## config.mk

```make
export PLATFORM = sky130hd
export DESIGN_NAME = hac_and2_flat
export DESIGN_NICKNAME = d
export VERILOG_FILES = /design/src/rtl/hac_and2_if.sv /design/src/rtl/hac_and2.sv /design/src/flat_wrapper.sv
export SDC_FILE = /design/constraint.sdc
export NUM_CORES = 1
export LEC_CHECK = 0
export BUFFER_PORTS_ARGS = -buffer_cell sky130_fd_sc_hd__buf_2
export CORE_MARGIN = 2
export CORE_UTILIZATION = 55
export CTS_CLUSTER_DIAMETER = 40
export DETAILED_ROUTE_END_ITERATION = 6
export PLACE_DENSITY_LB_ADDON = 0.25
export RECOVER_POWER = 50
export SETUP_SLACK_MARGIN = 0.02
export SLEW_MARGIN = 20
export SYNTH_ARGS = -nofsm -noshare
export SYNTH_HDL_FRONTEND = slang
export SYNTH_SLANG_ARGS = --single-unit
```

## constraint.sdc

```tcl
create_clock -name clk -period 5.4 [get_ports clk]
set_input_delay 1.08 -clock clk [delete_from_list [all_inputs] [get_ports clk]]
set_output_delay 1.08 -clock clk [all_outputs]
set_load 0.005 [all_outputs]
```

## src/rtl/hac_and2_if.sv

```systemverilog
// Signal bundle for one hac_and2 gate cell: the two AND inputs plus the
// output, its transition pulses and the transition counter.
interface hac_and2_if #(
  parameter int unsigned CNT_W = 16
) ();

  logic             a;
  logic             b;
  logic             z;
  logic             z_rise;
  logic             z_fall;
  logic [CNT_W-1:0] n_events;

  // master drives the gate inputs; slave is the gate cell itself
  modport master (
    output a,
    output b,
    input  z,
    input  z_rise,
    input  z_fall,
    input  n_events
  );

  modport slave (
    input  a,
    input  b,
    output z,
    output z_rise,
    output z_fall,
    output n_events
  );

endinterface

```

## src/rtl/hac_and2.sv

```systemverilog
// Clocked 2-input AND gate with a DELAY-deep transport pipeline, registered
// rise/fall pulses on the output and a saturating transition counter.
module hac_and2 #(
  parameter string       PRSIM_NAME = "hac_and2",
  parameter int unsigned DELAY      = 1,
  parameter int unsigned CNT_W      = 16,
  parameter bit          WATCH      = 1'b0
) (
  input logic       clk,
  input logic       rst,
  hac_and2_if.slave bus
);

  if (DELAY < 1 || DELAY > 8) begin : g_bad_delay
    $error("hac_and2 %s: DELAY=%0d outside legal range 1..8", PRSIM_NAME, DELAY);
  end

  // Clamp so an illegal DELAY still elaborates far enough to report the error
  localparam int unsigned Depth = (DELAY < 1) ? 1 : ((DELAY > 8) ? 8 : DELAY);
  localparam logic [CNT_W-1:0] CntMax = '1;

  logic             f;
  logic [Depth-1:0] stage_q, stage_d;
  logic             z_next;
  logic             rise_d, rise_q;
  logic             fall_d, fall_q;
  logic [CNT_W-1:0] cnt_d, cnt_q;

  always_comb begin
    f          = bus.a & bus.b;
    stage_d    = stage_q;
    stage_d[0] = f;
    for (int i = 1; i < Depth; i++) begin
      stage_d[i] = stage_q[i-1];
    end
    z_next = stage_d[Depth-1];
    // Case equality keeps X->0/1 and 0/1->X from counting as transitions
    rise_d = (z_next === 1'b1) && (stage_q[Depth-1] === 1'b0);
    fall_d = (z_next === 1'b0) && (stage_q[Depth-1] === 1'b1);
    cnt_d  = cnt_q;
    if ((rise_d || fall_d) && (cnt_q != CntMax)) begin
      cnt_d = cnt_q + 1'b1;
    end
  end

  always_ff @(posedge clk) begin
    if (rst) begin
      stage_q <= '0;
      rise_q  <= 1'b0;
      fall_q  <= 1'b0;
      cnt_q   <= '0;
    end else begin
      stage_q <= stage_d;
      rise_q  <= rise_d;
      fall_q  <= fall_d;
      cnt_q   <= cnt_d;
    end
  end

  assign bus.z        = stage_q[Depth-1];
  assign bus.z_rise   = rise_q;
  assign bus.z_fall   = fall_q;
  assign bus.n_events = cnt_q;

`ifndef SYNTHESIS
  if (WATCH) begin : g_watch
    always @(posedge clk) begin
      if (!rst && (rise_d || fall_d)) begin
        $display("%t %s.z : %0b", $time, PRSIM_NAME, z_next);
      end
    end
  end
`endif

endmodule

```

## src/flat_wrapper.sv

```systemverilog
// flat-port wrapper written by rule: the top's interface ports become plain ports
module hac_and2_flat 
#(
  parameter string       PRSIM_NAME = "        ",
  parameter int unsigned DELAY      = 1,
  parameter int unsigned CNT_W      = 16,
  parameter bit          WATCH      = 1'b0
)
  (clk, rst, bus_a, bus_b, bus_z, bus_z_rise, bus_z_fall, bus_n_events);
  hac_and2_if #(.CNT_W(CNT_W)) bus_i ();
  input logic clk;
  input logic rst;
  input wire logic [$bits(bus_i.a)-1:0] bus_a;
  input wire logic [$bits(bus_i.b)-1:0] bus_b;
  output wire logic [$bits(bus_i.z)-1:0] bus_z;
  output wire logic [$bits(bus_i.z_rise)-1:0] bus_z_rise;
  output wire logic [$bits(bus_i.z_fall)-1:0] bus_z_fall;
  output wire logic [$bits(bus_i.n_events)-1:0] bus_n_events;
  assign bus_i.a = bus_a;
  assign bus_i.b = bus_b;
  assign bus_z = bus_i.z;
  assign bus_z_rise = bus_i.z_rise;
  assign bus_z_fall = bus_i.z_fall;
  assign bus_n_events = bus_i.n_events;
  hac_and2 #(.PRSIM_NAME(PRSIM_NAME), .DELAY(DELAY), .CNT_W(CNT_W), .WATCH(WATCH)) u_core (.clk(clk), .rst(rst), .bus(bus_i));
endmodule
```

==> summary.md <==
| Metric | Value |
|---|---|
| # IOs | `23` |
| Synth Register Bits | `19` |
| Dpl cell area | `1090 sq um` |
| Die height | `45.9 um` |
| Period Utilization, post-route | `0.507` |
| WHS | `0.513 ns` |
| Met3 global-route usage | `0.0357` |
| FP Rows | `15` |
| Met2 usage | `0.267` |
| Final net count | `139` |
| Synth cell types | `37` |
| Fin crit period | `2.74 ns` |
| Inst Count DP | `144` |
| Overall routing resource usage | `0.188` |
| Area leader, netlist | `dfxtp_1` |
| Die Wd | `45.9 um` |
| Post-synthesis cell area | `967 sq um` |
| Vias | `874` |
| Hold crit path type | `register to register` |
| Syn Nets | `115` |
| Post-Layout Cell Count | `148` |
| First-pass DRT Iterations | `4` |
| RSZ-0062 raised after global routing | `no` |
| # setup viols final | `0` |
| H-tree levels | `1` |
| Final ANT Viol Nets | `0` |
| Fin. Hold Viols | `0` |
| DR WL/cell | `12.6 um` |
| Setup crit end kind | `register` |
| Worst path max stage delay | `0.40 ns` |
| CTS buffer count | `3` |
| Core area | `1690 sq um` |
| Post-cts sizing count | `0` |
| GRT met1 Usage | `0.263` |
| P_leak | `0.462 nW` |
| Yosys top cell area share | `0.393` |
| P&R area growth vs syn | `14.5%` |
| Most frequent cells after synthesis | `dfxtp_1, nor2_1, inv_1` |
| MaxCap Viol Count | `0` |
| Max Fclk | `0.365 GHz` |
| Synth async-reset ratio | `0` |
| Residual DRC | `0` |
| Clock power share | `0.309` |
| PortBufs | `22` |
| Area of the die | `2110 sq um` |
| Inserted Diodes | `0` |
| Count leader, synth | `dfxtp_1` |
| Maximum clock insertion buffer count | `2` |
| NetSw | `0.0000520 W` |
| Rel. slew slack | `0.380` |
| Gr busiest metal | `met2` |
| Worst Setup Path Type | `primary input to register` |
| Clock Pin Slew Worst Setup and Hold Paths | `0.10 ns` |
| Post-CTS Setup Inserts | `0` |
| Avg Inst Size Synth | `8.96 sq um` |
| Vias in the first global route | `702` |
| Final wirelength | `1860 um` |
| Crit Path Max Fanout | `10` |
| Layout cell share with drive strength beyond 1 | `0.214` |
| Yosys warns | `0` |
| Crit path DAT | `2.94 ns` |
| Sink Count | `19` |
| VDD IR max | `0.000201 V` |
| Top cells by area, synth | `dfxtp_1, nor2_1, ha_1` |
| Slew @ Worst Pin | `0.930 ns` |
| Clock Skew | `0.00158 ns` |
| Total power | `0.000230 W` |
| Latest clock arrival within the worst-skew pair | `0.29 ns` |
| Gp weighted congestion | `0.832` |
| Sequential fraction of the synthesis area | `0.393` |
| CTS tree | `built` |
| Sw Ratio | `0.226` |
| Via density | `5.91` |
| Total gr overflow | `0` |
| Largest net degree at the start of global routing | `23` |
| Initial antenna violation count | `0` |
| Post-DP HPWL | `1360 um` |
| Initial Util | `0.573` |
| Drt initial violations | `26` |
| Int Power | `0.000178 W` |
| Global-route wire length before repair | `2910 um` |
| # hold bufs at CTS | `0` |
| CTS root buf | `clkbuf_4` |
| Post-Synthesis Cells | `108` |
| Cell area after layout | `1110 sq um` |
| Status | `finished, final reports clean` |
| Logic pwr share | `0.063` |
| Max stage delay cell, worst path | `nor4b_1` |
| Final setup TNS | `0 ns` |
| WP data required | `5.60 ns` |
| PwrDens | `208 nW/um^2` |
| Crit start category | `primary input` |
| Final Slew Violations | `0` |
| Ys flop type | `dfxtp_1` |
| Part of the power in registers | `0.628` |
| Number of synthesized flops with an enable pin | `0` |
| CP cell instances | `buf_2, nand2_1, inv_1, ha_1, and3b_1, nand3_1, nor4b_1, mux2_2` |
## kinds of logic after synthesis
family	Yosys count	synth area share
fa+ha+maj	3	0.0388
simple gates	51	0.336
flops	19	0.393
mux	4	0.0453
compound gates	18	0.124
buf+inv	11	0.0440
xor+xnor	2	0.0181
## path summary, 6_finish.rpt
path                           from                       to  slack [ns]  depth (start not counted)
min reg2reg  u_core.bus.n_events[7]   u_core.bus.n_events[7]        0.51                          2
min          u_core.bus.n_events[7]   u_core.bus.n_events[7]        0.51                          2
max reg2reg            u_core.bus.z  u_core.bus.n_events[15]        3.26                          6
max                           bus_a  u_core.bus.n_events[15]        2.66                          8
## flip-flops by register name (all words and copies together), names as in the netlist
name,cells
u_core.bus.n_events,16
u_core.bus.z,1
u_core.bus.z_fall,1
u_core.bus.z_rise,1
## area by class of cell
| cell class | count | area [sq um] |
|---|---|---|
| clock buffer | 4 | 26.3 |
| tap | 17 | 21.3 |
| multi-input combinational | 78 | 544 |
| inverter | 8 | 30.0 |
| fill | 134 | 582 |
| sequential | 19 | 380 |
| timing repair buffer | 22 | 105 |
## critical path, delay by kind of cell
kind | cells | cell delay [ns]
buf+inv | 2 | 0.14
simple gates | 4 | 1.02
fa+ha+maj | 1 | 0.31
mux | 1 | 0.37
## cells in the final DEF, fill, tap and decap left out, types with 2 or more instances in the layout
cell,count
a211oi_1,2
nor2_1,13
or3_1,2
dfxtp_1,19
buf_2,18
nor4_1,3
o31ai_1,3
nand3_1,5
or4_1,3
clkbuf_4,3
nand2_1,4
nor3_1,4
clkbuf_1,5
mux2_2,3
ha_1,3
a21oi_1,7
inv_1,8
xnor2_1,2
nor2b_1,6
## power by group through the flow
stage,combinational [W],sequential (W),clock [W]
finish,0.0000144,0.000144,0.0000711
global placement,0.0000143,0.000148,0
floorplan,0.00000944,0.000148,0
global route,0.0000166,0.000145,0.0000794
CTS,0.0000148,0.000144,0.0000725
detailed placement,0.0000147,0.000148,0
## per-layer routing
layer,share of wire,vias to the layer above
met1,0.46,389
met4,0.011,0
met5,0,-
met2,0.46,35
li1,-,448
met3,0.063,2
## stage by stage
step,utilization,setup slack [ns]
after global routing,0.656,2.59
after detailed placement,0.643,2.37
final,0.656,2.66
after CTS,0.659,2.69
after global placement,0.643,2.46
after floorplan,-,2.66
Note: power is estimated with default switching activity, not from simulation.
